$ cat src/rtl/cond_unit_pkg.sv
`default_nettype none
// ============================================================================
//  Module   : cond_unit_pkg
//  Desc     : Shared types and constants for the execute-stage condition unit:
//             ARM condition-code enum, RISC-V branch funct3 values and the
//             bit positions of N/Z/C/V inside the 4-bit flags word.
//  Revision : 1.0  initial release
// ============================================================================
package cond_unit_pkg;

  // ARM condition field encodings
  typedef enum logic [3:0] {
    COND_EQ = 4'b0000,
    COND_NE = 4'b0001,
    COND_CS = 4'b0010,
    COND_CC = 4'b0011,
    COND_MI = 4'b0100,
    COND_PL = 4'b0101,
    COND_VS = 4'b0110,
    COND_VC = 4'b0111,
    COND_HI = 4'b1000,
    COND_LS = 4'b1001,
    COND_GE = 4'b1010,
    COND_LT = 4'b1011,
    COND_GT = 4'b1100,
    COND_LE = 4'b1101,
    COND_AL = 4'b1110,
    COND_NV = 4'b1111
  } cond_e;

  // RISC-V conditional branch funct3 values
  localparam logic [2:0] C_F3_BEQ  = 3'b000;
  localparam logic [2:0] C_F3_BNE  = 3'b001;
  localparam logic [2:0] C_F3_BLT  = 3'b100;
  localparam logic [2:0] C_F3_BGE  = 3'b101;
  localparam logic [2:0] C_F3_BLTU = 3'b110;
  localparam logic [2:0] C_F3_BGEU = 3'b111;

  // Flag bit positions within {N,Z,C,V}
  localparam int C_FLAG_N = 3;
  localparam int C_FLAG_Z = 2;
  localparam int C_FLAG_C = 1;
  localparam int C_FLAG_V = 0;

endpackage
`default_nettype wire

$ cat src/rtl/cond_unit_check.sv
`default_nettype none
// ============================================================================
//  Module   : cond_check
//  Desc     : Combinational ARM condition-code evaluator. Compares the
//             instruction's condition field against the architectural flags.
//  Revision : 1.0  initial release
// ============================================================================
module cond_check
  import cond_unit_pkg::*;
(
  input  logic [3:0] CondE,
  input  logic [3:0] FlagsQ,
  output logic       CondExE
);

  logic n, z, c, v;

  assign n = FlagsQ[C_FLAG_N];
  assign z = FlagsQ[C_FLAG_Z];
  assign c = FlagsQ[C_FLAG_C];
  assign v = FlagsQ[C_FLAG_V];

  // Decode each condition code into its flag predicate
  always_comb begin
    CondExE = 1'b0;
    case (CondE)
      COND_EQ: CondExE = z;
      COND_NE: CondExE = ~z;
      COND_CS: CondExE = c;
      COND_CC: CondExE = ~c;
      COND_MI: CondExE = n;
      COND_PL: CondExE = ~n;
      COND_VS: CondExE = v;
      COND_VC: CondExE = ~v;
      COND_HI: CondExE = c & ~z;
      COND_LS: CondExE = ~c | z;
      COND_GE: CondExE = (n == v);
      COND_LT: CondExE = (n != v);
      COND_GT: CondExE = ~z & (n == v);
      COND_LE: CondExE = z | (n != v);
      COND_AL: CondExE = 1'b1;
      default: CondExE = 1'b0;
    endcase
  end

endmodule
`default_nettype wire

$ cat src/rtl/cond_unit.sv
`default_nettype none
// ============================================================================
//  Module   : cond_unit
//  Desc     : Execute-stage condition unit. Holds the NZCV flags register,
//             gates ARM RegWrite/MemWrite/PCSrc on the condition result and
//             resolves RISC-V conditional branches.
//             Optional feature macro: COND_RV_BRANCH_EN (RISC-V branch
//             evaluation; when undefined BranchTakenE is tied low).
//  Revision : 1.0  initial release
// ============================================================================
module cond_unit
  import cond_unit_pkg::*;
(
  input  logic       clk,
  input  logic       reset,
  input  logic       StallE,
  input  logic       FlushE,
  input  logic       IsArmE,
  input  logic [3:0] CondE,
  input  logic [1:0] FlagWriteE,
  input  logic [3:0] ALUFlags,
  input  logic       ZeroE,
  input  logic       BranchE,
  input  logic [2:0] Funct3E,
  input  logic       RegWriteE,
  input  logic       MemWriteE,
  input  logic       PCSrcE,
  output logic       RegWriteGatedE,
  output logic       MemWriteGatedE,
  output logic       PCSrcGatedE,
  output logic       CondExE,
  output logic       BranchTakenE,
  output logic [3:0] FlagsQ
);

  logic [3:0] flags_q;
  logic [3:0] flags_d;
  logic       active;

  // Reset is folded in so outputs drop the moment reset rises, not at an edge
  assign active = ~FlushE & ~reset;
  assign FlagsQ = flags_q;

  // Condition is evaluated against registered flags only (no same-cycle bypass)
  cond_check u_cond_check (
    .CondE   (CondE),
    .FlagsQ  (flags_q),
    .CondExE (CondExE)
  );

  // Next flags: each half written independently, only by a live ARM instruction
  always_comb begin
    flags_d = flags_q;
    if (active && !StallE && IsArmE && CondExE) begin
      if (FlagWriteE[1]) flags_d[C_FLAG_N:C_FLAG_Z] = ALUFlags[C_FLAG_N:C_FLAG_Z];
      if (FlagWriteE[0]) flags_d[C_FLAG_C:C_FLAG_V] = ALUFlags[C_FLAG_C:C_FLAG_V];
    end
  end

  // Architectural flags register
  always_ff @(posedge clk or posedge reset) begin
    if (reset) flags_q <= 4'b0000;
    else       flags_q <= flags_d;
  end

  // Control gating: ARM honours the condition, RISC-V only honours bubbles
  always_comb begin
    if (IsArmE) begin
      RegWriteGatedE = RegWriteE & CondExE & active;
      MemWriteGatedE = MemWriteE & CondExE & active;
      PCSrcGatedE    = PCSrcE    & CondExE & active;
    end else begin
      RegWriteGatedE = RegWriteE & active;
      MemWriteGatedE = MemWriteE & active;
      PCSrcGatedE    = PCSrcE    & active;
    end
  end

`ifdef COND_RV_BRANCH_EN
  logic rv_cond;

  // RISC-V branch predicate from the live compare subtraction
  always_comb begin
    rv_cond = 1'b0;
    case (Funct3E)
      C_F3_BEQ:  rv_cond = ZeroE;
      C_F3_BNE:  rv_cond = ~ZeroE;
      C_F3_BLT:  rv_cond = (ALUFlags[C_FLAG_N] != ALUFlags[C_FLAG_V]);
      C_F3_BGE:  rv_cond = (ALUFlags[C_FLAG_N] == ALUFlags[C_FLAG_V]);
      C_F3_BLTU: rv_cond = ~ALUFlags[C_FLAG_C];
      C_F3_BGEU: rv_cond = ALUFlags[C_FLAG_C];
      default:   rv_cond = 1'b0;
    endcase
  end

  assign BranchTakenE = BranchE & ~IsArmE & active & rv_cond;
`else
  logic unused_rv_inputs;

  assign unused_rv_inputs = ^{BranchE, Funct3E, ZeroE};
  assign BranchTakenE     = 1'b0;
`endif

endmodule
`default_nettype wire
$ cat config.mk
export PLATFORM = sky130hd
export DESIGN_NAME = cond_unit
export DESIGN_NICKNAME = d
export VERILOG_FILES = /design/src/rtl/cond_unit_pkg.sv /design/src/rtl/cond_unit_check.sv /design/src/rtl/cond_unit.sv
export SDC_FILE = /design/constraint.sdc
export NUM_CORES = 1
export LEC_CHECK = 0
export ABC_AREA = 1
export ABC_CLOCK_PERIOD_IN_PS = 4400
export CORE_MARGIN = 5
export CORE_UTILIZATION = 38
export CTS_CLUSTER_DIAMETER = 40
export CTS_CLUSTER_SIZE = 28
export DETAILED_ROUTE_END_ITERATION = 16
export GPL_ROUTABILITY_DRIVEN = 0
export PLACE_DENSITY = 0.84
export SYNTH_ARGS = -nofsm -noshare
export SYNTH_HDL_FRONTEND = slang
export SYNTH_SLANG_ARGS = --single-unit
$ cat constraint.sdc
create_clock -name clk -period 4.4 [get_ports clk]
set_clock_uncertainty 0.2 [all_clocks]
set_input_delay 0.88 -clock clk [delete_from_list [all_inputs] [get_ports clk]]
set_output_delay 0.88 -clock clk [all_outputs]
set_load 0.005 [all_outputs]
After elaboration in Yosys (flattened, before gate mapping)
Cells that the tools add are included.
Widths: inputs -> output; s select.
{"block": "op_classes", "n_eq_ne": 16, "n_mux": 4, "bitwise_logic": 20, "reduce_logical": 7}
{"operator": "$eq 4x4->1 const B", "n": 7}
{"operator": "$eq 4x3->1 const B", "n": 4}
{"operator": "$pmux 1 s15", "n": 1}
{"operator": "$and 1x1->1", "n": 12}
{"operator": "$eq 4x2->1 const B", "n": 2}
{"operator": "$not 1->1", "n": 6}
{"operator": "$eq 4x1->1 const B", "n": 1}
{"operator": "$logic_not 4->1", "n": 1}
{"operator": "$reduce_and 2->1", "n": 2}
{"operator": "$logic_and 1x1->1", "n": 3}
{"operator": "$mux 1", "n": 3}
{"operator": "$or 1x1->1", "n": 2}
{"operator": "$eq 1x1->1", "n": 1}
{"operator": "$logic_not 1->1", "n": 1}
{"operator": "$ne 1x1->1", "n": 1}
{"block": "word_totals", "regBits": 4, "inputBits": 23, "output_inout_bits": 9, "elab_cells": 49}

Longest topological paths before layout
Gate-level depths: netlist of run 1.
{"block": "depth", "depth_word": 6, "ltp_mapped": 11, "mapped_depth_nobuf": 11}

Modules after synthesis
From an unflattened synthesis of run 1, not the netlist that was laid out.
{"block": "hier_totals", "cells_unflattened": 87, "hier_area_um2": 460.4}
{"mod": "cond_unit", "n_inst": 1, "cells_each": 32, "area_each_um2": 231.5, "seq_area_each_um2": 100.1}
{"mod": "cond_check", "n_inst": 1, "cells_each": 55, "area_each_um2": 229.0, "seq_area_each_um2": 0.0}

Worst setup path after synthesis of run 1
Ideal clock, no wire load.
{"block": "synth_timing", "kind": "input port to output port", "from": "input port CondE[0]", "to": "output port MemWriteGatedE", "arrival_ns": 1.693, "required_ns": 3.320, "slack_ns": 1.627, "path_stages": 10, "n_path_buf": 1, "cell_sequence": "buf_2 -> nor2_1 -> nand3_1 -> nand2_1 -> inv_2 -> nand2_2 -> nor2_4 -> nand3_4 -> nor2_4 -> nor2_1"}
{"block": "synth_between", "elab_chain_len": 5, "word_cells_on_any_way": 19, "cone_classes": "eq/ne: 14; mux: 2; bitwise: 2; reduce/logical: 1"}
{"element": "start: declaration", "line_no": "cond_unit.sv:19", "text": "input logic [3:0] CondE,"}
{"element": "$eq 4x4->1, or another cell as far along", "line_no": "cond_unit_check.sv:26", "text": "case (CondE)"}
{"element": "$pmux 1 s15 *", "line_no": "cond_unit_check.sv:26"}
{"element": "via CondExE", "line_no": "cond_unit.sv:31", "text": "output logic CondExE,"}
{"element": "$and 1x1->1 * (2 in a row)", "line_no": "cond_unit.sv:70", "text": "MemWriteGatedE = MemWriteE & CondExE & active;"}
{"element": "$mux 1 *", "line_no": "cond_unit.sv:68", "text": "if (IsArmE) begin"}
{"element": "end: declaration", "line_no": "cond_unit.sv:29", "text": "output logic MemWriteGatedE,"}
The timed path passes the listed nets; every way through them passes the cells marked *.

Worst setup path after layout of run 1
{"block": "layout_timing", "from": "input port CondE[0]", "to": "output port MemWriteGatedE"}
{"block": "layout_between", "elab_chain_len": 5, "word_cells_on_any_way": 19, "cone_classes": "eq/ne: 14; mux: 2; bitwise: 2; reduce/logical: 1"}
{"element": "$eq 4x4->1, or another cell as far along", "line_no": "cond_unit_check.sv:26"}
{"element": "$pmux 1 s15 *", "line_no": "cond_unit_check.sv:26"}
{"element": "$and 1x1->1 * (2 in a row)", "line_no": "cond_unit.sv:70"}
{"element": "$mux 1 *", "line_no": "cond_unit.sv:68"}
Mark *: on every way between the ends. The rest lies on a longest branch, timed or not.

==> run_results.csv, run 1 <==
group,metric,value,unit
final_layout,stdcell_area,788,sq um
logic_synthesis,ys_seq_area_frac,0.197,
hold_path,min_path_cells,2,
critical_path,r2r_setup_slack,2.82,ns
logic_synthesis,synth_seq_cells,4,
logic_synthesis,syn_area_per_cell,6.06,sq um
grt,track_usage,0.137,
final_layout,diodes,0,
logic_synthesis,yosysMostFrequentCell,"nand2_1",
logic_synthesis,synth_warnings,0,
timing,totalNegativeSetupSlack,0,ns
status,outcome,"completed",
drt,drtPass1Iterations,4,
final_layout,area_delta_synth_final,54.8,%
clock_tree,path_clk_slew,0.04,ns
grt,grt_use_met2,0.250,
place,dpl_cell_area,766,sq um
hold_path,min_to,"FlagsQ[1]",
power,peakVddDrop,0.000215,V
clock_tree,clockBufferDepth,2,
final_layout,largest_reg_flops,4,
grt,overflow,0,
logic_synthesis,async_flop_share,1.00,
floorplanning,ios,32,
critical_path,r2r_start,"FlagsQ[3]",
timing,fmax,0.264,GHz
drt,ant_nets,0,
clock_tree,clock-sinks,4,
logic_synthesis,synth_nets,107,
logic_synthesis,ys_types,20,
clock_tree,cts_hold_buf,0,
floorplanning,core_area,1280,sq um
critical_path,arrival,2.71,ns
logic_synthesis,synth_ff_type,"dfrtp_1",
clock_tree,cts_htree_levels,1,
floorplanning,die_y,46.6,microns
final_layout,final_nets,135,
timing,slew_headroom,0.588,
power,finalPower,0.254,mW
critical_path,critical_path.max_stage_delay,0.63,ns
drt,drtIter0Drc,5,
clock_tree,cts_tree,"built",
logic_synthesis,synthCells,84,
timing,worst_slew_pin_slew,0.613,ns
timing,finalWorstSetupSlack,0.605,ns
critical_path,critPathLaunchType,"input port",
logic_synthesis,synth_area_leaders,"nand2_1 (22%), dfrtp_1 (20%), nand3_1 (7.9%)",
power,powerDensity,322,nW/um^2
critical_path,worstSetupPathType,"in2out",
timing,grt_setup_unrepaired,"no",
drt,dr_total_vias,586,
logic_synthesis,yosysTopAreaCell,"nand2_1",
floorplanning,rows,13,
timing,hold_viol,0,
clock_tree,clockRootBuffer,"clkbuf_4",
critical_path,critical_path.top_delay_family,"buffers and inverters",
logic_synthesis,synth_top_area_share,0.221,
clock_tree,post_cts_buffers,0,
final_layout,final_layout_size_suffix_gt1_frac,0.173,
grt,grt_max_degree,10,
drt,wire_per_inst,9.93,microns
floorplanning,dieArea,2170,sq um
critical_path,timing.rr.end,"FlagsQ[2]",
timing,setup_viol,0,
grt,use_met1,0.140,
clock_tree,insertion_delay,0.23,ns
logic_synthesis,synth_edf_count,0,
final_layout,layout.cells.non_filler,125,
critical_path,reg2reg_depth,10,
hold_path,hold_start,"FlagsQ[1]",
critical_path,critPathCaptureType,"output port",
logic_synthesis,netlist_area,509,sq um
grt,grt_util_met3,0.0508,
floorplanning,start_util,0.396,
timing,maxSlewViolCount,0,
critical_path,crit_slowest_cell,"clkdlybuf4s50_1",
power,power_leakage,0.375,nW
grt,grt_pass1_vias,564,
timing,period_needed,3.79,ns
logic_synthesis,synthTopCellsByCount,"nand2_1 (30), inv_1 (10), nand3_1 (8)",
clock_tree,cts_made_buffers,3,
drt,remaining_drc_errors,0,
critical_path,path_cells,"clkdlybuf4s50_1, nor2_1, nand3_1, nand2_1, inv_2, nand2_2, nor2_4, nand3_4, nor2_4, nor2_1, clkdlybuf4s50_1",
critical_path,critPathRequiredTime,3.32,ns
critical_path,path_buf_inv,3,
hold_path,hold_class,"reg2reg",
critical_path,crit_fanout,9,
clock_tree,cts_resized,0,
job,cap_viol_max_count,0,
drt,wl,1.24,mm
grt,grt_pass1_wl,2.12,mm
grt,antenna_found_initial,0,
floorplanning,die_w,46.6,microns
place,dp_slack,0.586,ns
place,dp_hpwl,1.09,mm
place,placedCellCount,122,
grt,top_usage_layer,"met2",
place,portBuffers,25,
drt,routed_via_density,4.69,
timing,min_period_over_period,0.862,
metrics by stage:
stage               utilization  hold slack, ns
finish                    0.613           0.339
global route              0.613           0.385
CTS                       0.613           0.341
detailed placement        0.596           0.328
global placement          0.596           0.313
floorplan                     -           0.304
area by class of cell:
cell class | instances | area, sq um
sequential | 4 | 100
timing repair buffer | 25 | 250
inverter | 13 | 48.8
tap | 15 | 18.8
fill | 129 | 497
multi-input combinational | 65 | 348
clock buffer | 3 | 22.5
layout by cell type (no fill, tap or decap):
| cell | instances |
|---|---|
| dfrtp_1 | 4 |
| nor4_2 | 1 |
| nand3_4 | 1 |
| a21oi_2 | 1 |
| clkbuf_4 | 3 |
| nand2_1 | 30 |
| nand2_2 | 2 |
| nand4_1 | 4 |
| a21boi_2 | 1 |
| nor2_1 | 7 |
| inv_2 | 3 |
| conb_1 | 1 |
| clkdlybuf4s50_1 | 25 |
| nand3b_1 | 1 |
| nor2_4 | 2 |
| nor2_2 | 2 |
| nand3_1 | 8 |
| nand3_2 | 3 |
| o21ai_0 | 1 |
| inv_1 | 10 |
logic make-up (layout without fill, tap and decap cells):
family | count (synthesis) | in the layout | synth area share
and+or+nand+nor | 61 | 61 | 0.627
DFF | 4 | 4 | 0.197
buffers and inverters | 15 | 41 | 0.120
other | 1 | 1 | 0.00736
AOI/OAI and AO/OA | 3 | 3 | 0.0491
report_power, final:
part | switching [mW] | total, mW | internal, mW
clock network | 0.0145 | 0.0450 | 0.0305
logic | 0.0702 | 0.144 | 0.0739
registers | 0.0157 | 0.0649 | 0.0492
per-layer routing:
metal,vias up,part of all wire
met5,-,0
met4,0,0.0056
met3,2,0.13
met2,26,0.47
met1,240,0.39
li1,318,-
worst register-to-register path: cells and delay by family, from the launching register on:
kind                   cells  cell delay, ns
flip-flops                 1            0.41
AND/OR/NAND/NOR            8            0.61
AO/OA/AOI/OAI              1            0.17
buffers and inverters      1            0.09
worst max path at each step:
stage	start	endpoint	slack, ns	cells past startpoint
2_1_floorplan	CondE[0]	MemWriteGatedE	1.63	10
3_3_place_gp	CondE[3]	PCSrcGatedE	0.60	12
3_5_place_dp	CondE[3]	MemWriteGatedE	0.59	12
4_1_cts	CondE[3]	MemWriteGatedE	0.59	12
5_1_grt	CondE[3]	RegWriteGatedE	0.43	12
6_report	CondE[0]	MemWriteGatedE	0.61	11
Power figures use the tool's default switching activity.
==> inputs of run 2 (changes only) <==
--- a/config.mk
+++ b/config.mk
@@ -13,7 +13,7 @@
 export CTS_CLUSTER_SIZE = 28
 export DETAILED_ROUTE_END_ITERATION = 16
 export GPL_ROUTABILITY_DRIVEN = 0
-export PLACE_DENSITY = 0.84
+export PLACE_DENSITY = 0.85
 export SYNTH_ARGS = -nofsm -noshare
 export SYNTH_HDL_FRONTEND = slang
 export SYNTH_SLANG_ARGS = --single-unit
==> run 2 against run 1 <==
Critical path depth unchanged. Largest power group unchanged. Combinational power about the same. Via count increased by 3.4%. First-iteration DRC count increased by 20%. Sequential share of layout area unchanged. Critical path type unchanged. Clock-buffer cell count unchanged. Highest routed layer unchanged. Worst hold slack got worse by 0.016 ns. Global-route usage about the same.
==> run_results.csv, run 2 (same netlist as run 1, synthesis figures left out) <==
group,metric,value,unit
clock_tree,clockRootBuffer,"clkbuf_4",
timing,period_needed,3.82,ns
clock_tree,cts_made_buffers,3,
final_layout,largest_reg_flops,4,
timing,worst_slew_pin_slew,0.628,ns
drt,drtPass1Iterations,4,
clock_tree,clock-sinks,4,
floorplanning,die_y,46.6,microns
final_layout,post-route-util,0.613,
timing,fmax,0.262,GHz
final_layout,final_nets,135,
place,dp_hpwl,1.14,mm
hold_path,min_to,"FlagsQ[1]",
drt,drtIter0Drc,6,
power,powerDensity,325,nW/um^2
timing,hold_viol,0,
drt,dr_total_vias,606,
grt,grt_pass1_wl,2.04,mm
power,peakVddDrop,0.000169,V
clock_tree,cts_htree_levels,1,
timing,maxSlewViolCount,0,
timing,grt_setup_unrepaired,"no",
power,power_leakage,0.375,nW
critical_path,reg2reg_depth,10,
critical_path,critPathRequiredTime,3.32,ns
status,outcome,"completed",
final_layout,final_layout_size_suffix_gt1_frac,0.173,
clock_tree,post_cts_buffers,0,
hold_path,min_path_cells,2,
final_layout,final_cell_mix,"nand2_1 (30), clkdlybuf4s50_1 (25), inv_1 (10)",
critical_path,arrival,2.74,ns
critical_path,crit_fanout,9,
critical_path,critPathCaptureType,"output port",
floorplanning,rows,13,
critical_path,r2r_start,"FlagsQ[3]",
clock_tree,cts_tree,"built",
grt,antenna_found_initial,0,
drt,ant_nets,0,
clock_tree,insertion_delay,0.24,ns
final_layout,layout_commonest_cell,"nand2_1",
timing,totalNegativeSetupSlack,0,ns
critical_path,worstSetupPathType,"in2out",
timing,min_period_over_period,0.867,
hold_path,hold_start,"FlagsQ[1]",
floorplanning,dieArea,2170,sq um
grt,grt_max_degree,10,
critical_path,r2r_setup_slack,2.79,ns
final_layout,area_delta_synth_final,54.8,%
critical_path,critPathLaunchType,"input port",
clock_tree,cts_hold_buf,0,
place,portBuffers,25,
floorplanning,core_area,1280,sq um
floorplanning,ios,32,
grt,track_usage,0.137,
job,cap_viol_max_count,0,
grt,overflow,0,
drt,routed_via_density,4.85,
grt,grt_pass1_vias,557,
drt,remaining_drc_errors,0,
critical_path,timing.rr.end,"FlagsQ[3]",
clock_tree,cts_resized,0,
floorplanning,start_util,0.396,
final_layout,diodes,0,
timing,setup_viol,0,
timing,slew_headroom,0.578,
hold_path,hold_class,"reg2reg",
floorplanning,die_w,46.6,microns
clock_tree,clockBufferDepth,2,
clock_tree,path_clk_slew,0.03,ns
drt,wl,1.28,mm
drt,wire_per_inst,10.3,microns
-- run 2: cell counts in the layout (fill, tap and decap cells not counted) --
No cell type changed its count.
-- run 2: layout make-up --
| class | count | area, sq um |
|---|---|---|
| flip-flops and latches | 4 | 100 |
| fillers | 131 | 497 |
| inverters | 13 | 48.8 |
| multi-input cells | 65 | 348 |
| well taps | 15 | 18.8 |
| clock buffers | 3 | 22.5 |
| repair buffers | 25 | 250 |
-- run 2: worst max-delay path, stage by stage --
cell and delay [ns]:
clkdlybuf4s50_1 0.63, nor2_1 0.10, nand3_1 0.08, nand2_1 0.06, inv_2 0.05, nand2_2 0.05, nor2_4 0.12, nand3_4 0.13
nor2_4 0.13, nor2_1 0.05, clkdlybuf4s50_1 0.45
-- run 2: stage by stage --
step	setup WS, ns	std cells	hold WS [ns]	cell area, sq um	total power, mW
2_1_floorplan	1.63	84	0.304	509	0.145
3_3_place_gp	0.600	122	0.313	766	0.208
3_5_place_dp	0.568	122	0.313	766	0.212
4_1_cts	0.567	125	0.324	788	0.260
5_1_grt	0.408	125	0.370	788	0.279
6_report	0.584	125	0.323	788	0.256
-- run 2: report_power, final --
part | total [mW] | internal, mW | switching [mW]
Sequential | 0.0650 | 0.0492 | 0.0158
Clock | 0.0464 | 0.0306 | 0.0158
Combinational | 0.145 | 0.0739 | 0.0711
Total | 0.256 | 0.154 | 0.103
-- run 2: metal layers --
layer | track usage | wire (microns) | vias up
met5 | 0 | 0 | -
met4 | 0.0852 | 35 | 0
met3 | 0.0625 | 200 | 5
met2 | 0.253 | 597 | 29
met1 | 0.115 | 451 | 254
li1 | - | - | 318
-- run 2: worst max-delay path by stage --
stage / slack (ns) / to / from / depth (start not counted)
6_report: 0.58 / RegWriteGatedE / CondE[0] / 11
3_3_place_gp: 0.60 / PCSrcGatedE / CondE[3] / 12
2_1_floorplan: 1.63 / MemWriteGatedE / CondE[0] / 10
3_5_place_dp: 0.57 / RegWriteGatedE / CondE[3] / 12
4_1_cts: 0.57 / RegWriteGatedE / CondE[3] / 12
5_1_grt: 0.41 / RegWriteGatedE / CondE[3] / 12
==> RTL change: new RTL, settings of run 2 <==
Change the package constant `C_FLAG_Z` from 2 to 1.
--- a/src/rtl/cond_unit_pkg.sv
+++ b/src/rtl/cond_unit_pkg.sv
@@ -38,7 +38,7 @@
 
   // Flag bit positions within {N,Z,C,V}
   localparam int C_FLAG_N = 3;
-  localparam int C_FLAG_Z = 2;
+  localparam int C_FLAG_Z = 1;
   localparam int C_FLAG_C = 1;
   localparam int C_FLAG_V = 0;
 
Behaviour: not the same (a bounded check fails within 4 cycles, from zero or initial values and one cycle with reset high).
==> RTL change against run 2 <==
Design area fell by 4.1%. Area after synthesis fell by 4.9%. Worst hold slack got worse by 0.046 ns. Clock power fell by 5.6%. Sequential cell count did not move. Sequential share of layout area rose by 0.55 points. Sequential power fell by 16%. Critical path depth fell by 1. Combinational power fell by 38%. Wire length fell by 1.2%. Setup slack improved by 0.036 ns. Via count fell by 5.8%. Total power fell by 26%.
==> RTL change: results (changes against run 2) <==
Run status
  – Outcome: completed

Hold path
  – Worst hold path type: reg -> reg
  – Hold EP: FlagsQ[2]
  – Hold depth: 2 (unchanged)
  – Hold path start: FlagsQ[2]

Finish
  – Non-clk buf share: 33.11% (+1.4 points)
  – Layout cells sized above 1: 13.46% (-3.8 points)
  – Bufs w/o clock: 25 (unchanged)
  – Ant diodes: 0 (unchanged)
  – Clkbuf count: 3 (unchanged)
  – Seq Cell Count: 4 (unchanged)
  – Clk tree area frac: 2.980% (+0.12 points)
  – Multi-In Gates: 60 (-7.7%)
  – Final nets: 129 (-4.4%)
  – Inverters: 12 (-1)
  – Register area: 100.1 µm² (unchanged)
  – Fraction of area in multi-input gates: 42.38% (-1.7 points)
  – Fillers: 100 (-24%)
  – Max FFs per register: 4 (unchanged)

Route
  – Via density: 4.839 (-0.19%)
  – Initial DRC Count: 10 (+4)
  – Final WL: 1269 µm (-1.2%)
  – DRT Pass-1 Iters: 4 (unchanged)

Yosys
  – Most instantiated cells after synthesis: nand2_1 (26), inv_1 (10), nand3_1 (9)
  – Largest cells by area after synthesis: dfrtp_1 (21%), nand2_1 (20%), nand3_1 (9.3%), inv_1 (7.8%), nand4_1 (6.5%)
  – Mapped Nets: 101 (-5.6%)
  – Seq/Total Area, Yosys: 20.67% (+1.0 points)
  – Yosys warning count: 0 (unchanged)
  – Synth unique cells: 19 (-5.0%)

Worst setup path
  – Worst EP arrival: 2.70 ns (-0.04 ns)
  – Crit Path Max Fanout: 3 (-6)
  – Reg2reg path depth: 9 (-1)
  – Critical path's top delay family: buffers and inverters
  – R2R Path Start: FlagsQ[3]
  – R2r endpoint: FlagsQ[2]
  – R2R setup slack: 2.83 ns (+0.04 ns)
  – Worst path max stage delay: 0.50 ns (-0.13 ns)
  – Slowest-stage cell, CP: clkdlybuf4s50_1

Placement
  – IO buf count: 25 (unchanged)
  – HPWL after DPL: 1087 µm (-4.4%)

Clock network
  – Max Buffers Root-to-Sink: 2 (unchanged)
  – Reg clk slew, reported paths: 0.03 ns (about the same)
  – Setup bufs post-CTS: 0 (unchanged)
  – Root Buffer: clkbuf_4

GRT
  – Total track usage: 13.63% (-0.050 points)
  – Initial antenna violation count: 0 (unchanged)
  – Largest net degree at the start of global routing: 9 (-1)
  – Vias in the first global route: 541 (-2.9%)
  – First-pass GRT wire length: 2070 µm (+1.7%)

Power
  – Leakage: 0.3816 nW (+1.8%)
  – Worst IR Drop VDD: 0.0002817 V (+67%)
-- RTL change: per-layer routing --
metal  GRT usage [%]  part of all wire, %  vias to the layer above
met5               0                    0                        -
met4           5.114                 0.79                        0
met3           5.534                  8.2                        2
met2           22.28                   47                       18
met1           15.74                   44                      250
li1                -                    -                      301
-- RTL change: cell families (layout without fill, tap and decap cells) --
| group | after synthesis | count (layout) | share of synthesized area, % |
|---|---|---|---|
| buffers and inverters | 14 | 40 | 13.18 |
| AO/OA/AOI/OAI | 1 | 1 | 1.033 |
| AND/OR/NAND/NOR | 58 | 58 | 64.34 |
| other | 1 | 1 | 0.7745 |
| flip-flops | 4 | 4 | 20.67 |
-- RTL change: worst max-delay path by stage --
stage	endpoint	start	slack (ns)
2_1_floorplan	MemWriteGatedE	CondE[0]	1.62
3_3_place_gp	RegWriteGatedE	CondE[0]	0.66
3_5_place_dp	PCSrcGatedE	CondE[0]	0.61
4_1_cts	PCSrcGatedE	CondE[0]	0.61
5_1_grt	RegWriteGatedE	CondE[2]	0.45
6_report	PCSrcGatedE	CondE[2]	0.62
-- RTL change: metrics by stage --
stage	power (mW)	hold slack, ns	instances	instance area (µm²)	setup WS (ns)
after floorplan	0.09843	0.2643	78	484.2	1.623
after CTS	0.1926	0.2813	118	755.7	0.6089
after global routing	0.2074	0.3087	118	755.7	0.4457
after global placement	0.1437	0.2650	115	733.2	0.6583
final	0.1888	0.2761	118	755.7	0.6194
after detailed placement	0.1459	0.2726	115	733.2	0.6108
-- RTL change: power by group --
group          internal [mW]  switching, mW  leakage [nW]  total (mW)
combinational         0.0488         0.0413         0.316      0.0901
sequential            0.0453        0.00966        0.0522      0.0549
clock                 0.0304         0.0134        0.0138      0.0438
